### src/rtl/router_pkg.sv
// Shared definitions for the two-way stream router.
// Optional delivery counters are enabled with ROUTER_COUNT_EN.
package router_pkg;

  localparam logic ROUTE_ONE = 1'b0;
  localparam logic ROUTE_TWO = 1'b1;

  localparam int unsigned COUNT_WIDTH = 16;

  typedef enum logic {
    SLOT_EMPTY = 1'b0,
    SLOT_FULL  = 1'b1
  } slot_state_t;

endpackage

### src/rtl/router_out_slice.sv
// One-entry registered output slot of the router.
// The delivery counter exists only when ROUTER_COUNT_EN is defined.
module router_out_slice
  import router_pkg::*;
#(
  parameter int unsigned width = 16
) (
  input  logic                   clk,
  input  logic                   reset,
  input  logic                   fill,
  input  logic [width-1:0]       fill_data,
  output logic [width-1:0]       data,
  output logic                   valid,
  input  logic                   ready,
  output logic                   can_accept
`ifdef ROUTER_COUNT_EN
  ,
  output logic [COUNT_WIDTH-1:0] count
`endif
);

  slot_state_t state;

  assign valid = (state == SLOT_FULL);

  // A full slot may take a new word in the same cycle its consumer drains it.
  assign can_accept = (state == SLOT_EMPTY) || ready;

  always_ff @(posedge clk) begin
    if (reset) begin
      state <= SLOT_EMPTY;
      data  <= '0;
    end else begin
      case (state)
        SLOT_EMPTY: begin
          if (fill) begin
            state <= SLOT_FULL;
            data  <= fill_data;
          end
        end
        SLOT_FULL: begin
          if (fill) begin
            data <= fill_data;
          end else if (ready) begin
            state <= SLOT_EMPTY;
          end
        end
        default: state <= SLOT_EMPTY;
      endcase
    end
  end

`ifdef ROUTER_COUNT_EN
  always_ff @(posedge clk) begin
    if (reset) begin
      count <= '0;
    end else if (valid && ready) begin
      count <= count + 1'b1;
    end
  end
`endif

endmodule

### src/rtl/two_way_stream_router.sv
// Routes one valid/ready stream to one of two registered output slots by in_sel.
// Define ROUTER_COUNT_EN to add per-port delivered-word counters.
module two_way_stream_router
  import router_pkg::*;
#(
  parameter int unsigned width = 16
) (
  input  logic                   clk,
  input  logic                   reset,
  input  logic [width-1:0]       in_data,
  input  logic                   in_sel,
  input  logic                   in_valid,
  output logic                   in_ready,
  output logic [width-1:0]       one_data,
  output logic                   one_valid,
  input  logic                   one_ready,
  output logic [width-1:0]       two_data,
  output logic                   two_valid,
  input  logic                   two_ready
`ifdef ROUTER_COUNT_EN
  ,
  output logic [COUNT_WIDTH-1:0] one_count,
  output logic [COUNT_WIDTH-1:0] two_count
`endif
);

  logic can_one;
  logic can_two;
  logic accept;
  logic fill_one;
  logic fill_two;

  assign in_ready = (in_sel == ROUTE_TWO) ? can_two : can_one;
  assign accept   = in_valid && in_ready;
  assign fill_one = accept && (in_sel == ROUTE_ONE);
  assign fill_two = accept && (in_sel == ROUTE_TWO);

  router_out_slice #(.width(width)) u_one (
    .clk        (clk),
    .reset      (reset),
    .fill       (fill_one),
    .fill_data  (in_data),
    .data       (one_data),
    .valid      (one_valid),
    .ready      (one_ready),
    .can_accept (can_one)
`ifdef ROUTER_COUNT_EN
    ,
    .count      (one_count)
`endif
  );

  router_out_slice #(.width(width)) u_two (
    .clk        (clk),
    .reset      (reset),
    .fill       (fill_two),
    .fill_data  (in_data),
    .data       (two_data),
    .valid      (two_valid),
    .ready      (two_ready),
    .can_accept (can_two)
`ifdef ROUTER_COUNT_EN
    ,
    .count      (two_count)
`endif
  );

endmodule

### config.mk
export PLATFORM = sky130hd
export DESIGN_NAME = two_way_stream_router
export DESIGN_NICKNAME = d
export VERILOG_FILES = /design/src/rtl/router_pkg.sv /design/src/rtl/router_out_slice.sv /design/src/rtl/two_way_stream_router.sv
export SDC_FILE = /design/constraint.sdc
export NUM_CORES = 1
export LEC_CHECK = 0
export ABC_AREA = 1
export BUFFER_PORTS_ARGS = -buffer_cell sky130_fd_sc_hd__buf_2
export CORE_MARGIN = 2
export CORE_UTILIZATION = 41
export DETAILED_ROUTE_END_ITERATION = 7
export MAX_ROUTING_LAYER = met4
export PLACE_DENSITY = 0.7
export SLEW_MARGIN = 15
export SYNTH_ARGS = -nofsm -noshare
export SYNTH_HDL_FRONTEND = slang
export SYNTH_SLANG_ARGS = --single-unit
### constraint.sdc
create_clock -name clk -period 1 [get_ports clk]
set_clock_uncertainty 0.15 [all_clocks]
set_input_delay 0.15 -clock clk [delete_from_list [all_inputs] [get_ports clk]]
set_output_delay 0.15 -clock clk [all_outputs]
set_load 0.02 [all_outputs]
; ---- Yosys cells after proc, flatten, opt, wreduce, memory -nomap -nowiden
; Cells that the tools add are included.
[word_totals]
register_bits = 34
inputBits = 22
output_inout_bits = 35
wordCells = 23
[classes]
mux = 11
n_bitwise = 3
n_reduce_logical = 5
[ops]
columns = operator, count
row1 = 16-bit 2-to-1 mux, 2
row2 = 1-bit 2-to-1 mux, 7
row3 = 1-bit case mux with 2 select lines, 2
row4 = 1-bit logical AND, 3
row5 = 1-bit NOT, 3
row6 = 1-bit logical OR, 2

; ---- Depth between registers and ports, before layout
; Gate-level depths: netlist of run 1.
[logic_depth]
ltp_word = 7
mapped_depth = 7
ltp_nobuf = 6

; ---- Modules after synthesis
; A second synthesis of run 1 with hierarchy kept.
[hier_totals]
cells_unflattened = 153
hier_area_um2 = 1207.4
[modules_own_cells]
columns = mod, n_inst, cells_each, area_each_um2, seq_area_each_um2
row1 = router_out_slice, 2, 73, 588.1, 340.3
row2 = two_way_stream_router, 1, 7, 31.3, 0.0

; ---- Worst setup path before layout of run 1
; No wires, ideal clock.
[synth_timing]
path_type = register to output
from = register u_one.state (netlist: u_one.valid)
to = output in_ready
arrival_time_ns = 1.137
required_time_ns = 0.700
setup_slack_ns = -0.437
path_stages_with_launch = 5
path_buffers = 1
path_cell_list = dfxtp_1 nand2_4 buf_2 nor2_1 a31oi_1
[synth_via]
elab_chain_cells = 3
[synth_lines]
columns = item, line_no
row1 = "start, declared", router_out_slice.sv:22  ; slot_state_t state;
row2 = "start signal, assigned", router_out_slice.sv:31  ; state <= SLOT_EMPTY;
row3 = "start signal, assigned", router_out_slice.sv:37  ; state <= SLOT_FULL;
row4 = "start signal, assigned", router_out_slice.sv:45  ; state <= SLOT_EMPTY;
row5 = 1-bit NOT, router_out_slice.sv:27  ; assign can_accept = (state == SLOT_EMPTY) || ready;
row6 = 1-bit logical OR, router_out_slice.sv:27
row7 = 1-bit 2-to-1 mux, two_way_stream_router.sv:33  ; assign in_ready = (in_sel == ROUTE_TWO) ? can_two : can_one;
row8 = "end, declared", two_way_stream_router.sv:13  ; output logic in_ready,
; Every way passes these cells.

; ---- Worst setup path in the final report of run 1
; Ends and elaborated chain as after synthesis.

==> qor.txt, run 1 <==
Area grow syn2layout: 54.6%
DIE AREA: 4740 sq um
PD cells: 1340 nW/um^2
ANT cells: 0
Cells after synthesis: 272
Share of the synthesized area in the top cell type: 39.5%
Syn avg cell area: 6.33 sq um
Clock slew at reported path FFs: 0.07 ns
Initial antenna violation count: 0
Clk root buf: clkbuf_8
Arrival @ worst endpoint: 1.02 ns
Critical path class: reg2out
Register area: 728 sq um
Largest area contributor in the netlist: dfxtp_1
P_leak: 1.51 nW
Dpl hpwl: 2770 um
Worst hold margin: 0.0619 ns
Failing checks: setup timing
Mapped cell area: 1720 sq um
Xor and xnor area share after synthesis: 0%
Peak supply drop: 0.904 mV
Most common cell after layout, fill and taps aside: inv_1
Netlist cell types: 15
Final Non-Filler Cells: 400
Hold Crit Class: in2reg
Worst Tran Pin Value: 0.428 ns
Syn Nets: 294
PortBufs: 56
Routed WL: 4160 um
Vias per cell: 4.44
Fin crit share: 132%
Vias in the first global route: 1533
Final hold viol count: 0
Hold buffer count at cts: 0
Total power: 3.57 mW
Mux share of post-synthesis cell area: 0%
Worst setup margin: -0.323 ns
Adder-cell share of the synthesized area: 0%
Horiz. Die Dim: 68.8 um
Max-cap violations: 0
Num CTS Buffers: 5
FF+latch count, synth: 34
Sequential area share after synthesis: 39.5%
Clk buf depth: 2
Max FO, Critical Path: 2
Initial drt markers: 149
Final global-route overflow total: 0
Layout Utilization: 66.1%
Slew Viols, Final: 0
Crit start category: flip-flop
RSZ-0062 raised after global routing: yes
Ports: 57
H-tree Lvls: 2
Chip height: 68.8 um
Initial core utilization: 42.8%
Dpl cells: 381
Normalized max-slew margin: 71.5%
WP data required: 0.70 ns
Row cnt: 23
Setup TNS: -5.79 ns
Final setup viols: 69
Filler cell count: 366
Critical path endpoint category: primary output
DR pass1 iterations: 4
Core region area: 4030 sq um
DRC viols: 0
Number of synthesis warnings: 0
CTS tree: built
Largest net degree at the start of global routing: 35
F_max: 756 MHz
Synth Area in Compound Gates: 0.363%
Wire length per cell: 10.4 um
Sink Count: 34
Largest family of logic cells by synthesized area: simple AND/OR/NAND/NOR gates
Post-Synth Simple-Gate Area: 36.7%
Via count: 1777
Total GRT Usage: 18.8%
Final nets: 371
Synth area leaders: dfxtp_1, inv_1, nand2_1, nand4_1, nor2_1
Area of the multi-input gates: 736 sq um
Clk_lat worst skew: 0.28 ns
Layout cell share with drive strength beyond 1: 38.0%
GPL Wtd Cong: 0.844
Antenna-violating nets left: 0
Global-route wire length before repair: 6450 um
Most frequent cells in the layout: inv_1, nand2_1, buf_6
Outcome: complete, but fails checks
Final worst path period need: 1.32 ns
## area by class of cell
cell class                      count  area share [%]
Clock buffer                        8            4.13
Tap cell                           50            2.35
Sequential cell                    34            27.3
Inverter                           86            12.1
Multi-Input combinational cell    142            27.6
Timing Repair Buffer               80            26.4
## path summary, 6_finish.rpt
check                                           startpoint  cells past startpoint                          end  slack (ns)
worst max-delay path                u_one.valid$_SDFF_PP0_                      4                     in_ready       -0.32
worst min register to register  u_two.data[9]$_SDFFE_PP0P_                      4   u_two.data[9]$_SDFFE_PP0P_        0.36
worst max register to register      u_one.valid$_SDFF_PP0_                      6  u_one.data[14]$_SDFFE_PP0P_       -0.20
worst min-delay path                            in_data[0]                      5   u_two.data[0]$_SDFFE_PP0P_        0.06
## sequential cells by signal, summed over array words and instances, names as in the netlist
| name | cells |
|---|---|
| u_two.valid | 1 |
| u_two.data | 16 |
| u_one.data | 16 |
| u_one.valid | 1 |
## routing by layer
metal / share of wire, % / global-route usage, % / wire length, um
met4: 0.72 / 5.88 / 30
met5: 0 / - / 0
met1: 48 / 23.6 / 1980
met3: 5.7 / 4.87 / 237
met2: 46 / 29.6 / 1910
## per-stage QoR
step / instance area (sq um) / worst slack [ns]
after floorplan: 1770 / -0.152
after global placement: 2160 / -0.0861
after detailed placement: 2160 / -0.0867
after CTS: 2610 / -0.353
after global routing: 2660 / -0.365
final: 2660 / -0.323
## timing repair
item | 4_1_cts | 5_1_grt
hold endpoints to repair | 0 | 0
cloned | 4 | 1
pin swaps | 2 | 1
setup buffers | 3 | 3
resized for setup | 106 | 3
setup endpoints to repair | 69 | 69
## cells in the mapped netlist
master and number:
nand4_1 32, clkbuf_1 3, a31oi_1 1, inv_1 84
clkinv_1 1, buf_6 2, inv_2 1, nand2_1 68
dfxtp_1 34, buf_4 1, nor2_1 33, nand2_4 1
buf_2 8, nand2_2 1, nand3_4 2
## where the power goes
group          total, mW  internal, mW  switching, mW
Combinational      0.868         0.402          0.466
Clock               1.16         0.695          0.469
Sequential          1.53          1.47         0.0675
Total               3.57          2.56           1.00
## critical path, cell delays in order, from the launching register on
cell and delay (ns):
dfxtp_4 0.35, nand2_4 0.07, nor2_4 0.04, a31oi_4 0.15, buf_6 0.14
## logic make-up after synthesis
family / Yosys count
flip-flops: 34
AND/OR/NAND/NOR: 137
buffers and inverters: 100
AO/OA/AOI/OAI: 1
No activity file was read; power rests on OpenSTA's default activity.
==> run 2, diff against run 1 <==
==> constraint.sdc (replaced) <==
create_clock -name clk -period 1 [get_ports clk]
set_clock_uncertainty 0.15 [all_clocks]
set_input_delay 0.15 -clock clk [delete_from_list [all_inputs] [get_ports clk]]
set_output_delay 0.15 -clock clk [all_outputs]
set_load 0.005 [all_outputs]
==> qor.txt, run 2 (same netlist as run 1, synthesis figures left out) <==
Clock slew at reported path FFs: 0.07 ns (about the same)
Total GRT Usage: 21.9% (+3.1 points)
Hold Crit Class: in2reg
Initial drt markers: 90 (-40%)
Via count: 1813 (+2.0%)
Initial antenna violation count: 0 (unchanged)
Arrival @ worst endpoint: 1.05 ns (+0.03 ns)
Global-route wire length before repair: 7450 um (+15%)
R2r worst-path depth: 7 (+1)
Worst Tran Pin Value: 0.420 ns (-0.00814 ns)
Final nets: 369 (-0.54%)
Row cnt: 23 (unchanged)
Clk_lat worst skew: 0.29 ns (about the same)
Sink Count: 34 (unchanged)
Worst setup margin: -0.345 ns (-0.0222 ns)
Most common cell after layout, fill and taps aside: inv_1
F_max: 743 MHz (-1.6%)
Largest net degree at the start of global routing: 35 (unchanged)
Final setup viols: 69 (unchanged)
CTS tree: built
Setup TNS: -6.46 ns (-0.677 ns)
DRC viols: 0 (unchanged)
Fin crit share: 135% (+2.2 points)
DR pass1 iterations: 5 (+1)
Slew Viols, Final: 0 (unchanged)
ANT cells: 0 (unchanged)
Critical path endpoint category: primary output
Dpl hpwl: 2870 um (+3.5%)
Max-cap violations: 0 (unchanged)
DP Worst Slack: -0.118 ns (-0.0316 ns)
Worst hold margin: 0.0665 ns (+0.00461 ns)
Worst Hold Depth: 5 (unchanged)
Initial core utilization: 42.8% (unchanged)
PD cells: 1350 nW/um^2 (+1.1%)
GPL Wtd Cong: 0.916 (+8.5%)
Crit start category: flip-flop
Total power: 3.55 mW (-0.46%)
Ports: 57 (unchanged)
Vias in the first global route: 1671 (+9.0%)
DIE AREA: 4740 sq um (unchanged)
Peak supply drop: 0.712 mV (-21%)
Failing checks: setup timing
Layout cell share with drive strength beyond 1: 40.6% (+2.6 points)
Horiz. Die Dim: 68.8 um (unchanged)
Vias per cell: 4.57 (+2.8%)
Max FO, Critical Path: 2 (unchanged)
Num CTS Buffers: 5 (unchanged)
Core region area: 4030 sq um (unchanged)
Chip height: 68.8 um (unchanged)
Clk root buf: clkbuf_8
Outcome: complete, but fails checks
Clk buf depth: 2 (unchanged)
Final global-route overflow total: 0 (unchanged)
Largest registers: u_one.data x16, u_two.data x16
Routed WL: 4700 um (+13%)
RSZ-0062 raised after global routing: yes
Antenna-violating nets left: 0 (unchanged)
P_leak: 1.48 nW (-1.8%)
Normalized max-slew margin: 72.0% (+0.54 points)
Final worst path period need: 1.35 ns (+0.0222 ns)
PortBufs: 56 (unchanged)
WP data required: 0.70 ns (about the same)
Wire length per cell: 11.8 um (+14%)
Most frequent cells in the layout: inv_1, nand2_1, buf_2
Critical path class: reg2out
Final hold viol count: 0 (unchanged)
Area grow syn2layout: 52.2%
H-tree Lvls: 2 (unchanged)
==> run 2: cell types whose count changed in the layout (fill, tap and decap cells not counted), sizes merged <==
cell	delta
bufinv	+1
buf	-2
clkbuf	-2
==> run 2: cell type report <==
| cell class | count | area [sq um] |
|---|---|---|
| clock buffer | 6 | 82.6 |
| clock inverter | 1 | 30.0 |
| fill | 354 | 1410 |
| sequential | 34 | 726 |
| timing repair buffer | 78 | 632 |
| tap | 50 | 62.6 |
| inverter | 86 | 323 |
| multi-input combinational | 142 | 767 |
==> run 2: where the power goes <==
| part | leakage (nW) | internal, mW | switching [mW] |
|---|---|---|---|
| registers | 0.293 | 1.47 | 0.0596 |
| logic | 1.13 | 0.363 | 0.386 |
| clock network | 0.0573 | 0.797 | 0.477 |
==> run 2: path summary, 6_finish.rpt <==
kind         slack (ns)                     endpoint                  startpoint
max               -0.35                     in_ready      u_one.valid$_SDFF_PP0_
min                0.07   u_two.data[8]$_SDFFE_PP0P_                  in_data[8]
max reg2reg       -0.27  u_one.data[10]$_SDFFE_PP0P_      u_one.valid$_SDFF_PP0_
min reg2reg        0.36   u_one.data[0]$_SDFFE_PP0P_  u_one.data[0]$_SDFFE_PP0P_
==> run 2: worst max-delay path: stages, from the launching register on <==
cell and delay (ns):
dfxtp_2 0.34, nand2_4 0.07, nor2_4 0.04, a31oi_4 0.16, buf_2 0.14
==> run 2: repair_timing <==
action                     in CTS  in global routing
gates resized for setup        43                 38
hold buffers                    0                  0
buffers inserted                1                  5
gates cloned                    5                  0
setup endpoints to repair      69                 69
pin swaps                       2                 17
==> run 2: through the flow <==
step                      util [%]  cell area (sq um)  instances
after CTS                     59.7               2400        392
after detailed placement      53.2               2140        379
final                         65.1               2620        397
after global routing          65.1               2620        397
after global placement        53.2               2140        379
after floorplan                  -               1740        272
==> run 2: per-layer routing <==
metal  up-vias  track usage, %  wire [um]  share of wire [%]
met5         -               -          0                  0
met4         0            10.0        148                3.2
met3        12            4.55        264                5.6
met2        65            35.9       2300                 49
met1       787            25.8       1990                 42
li1        949               -          -                  -
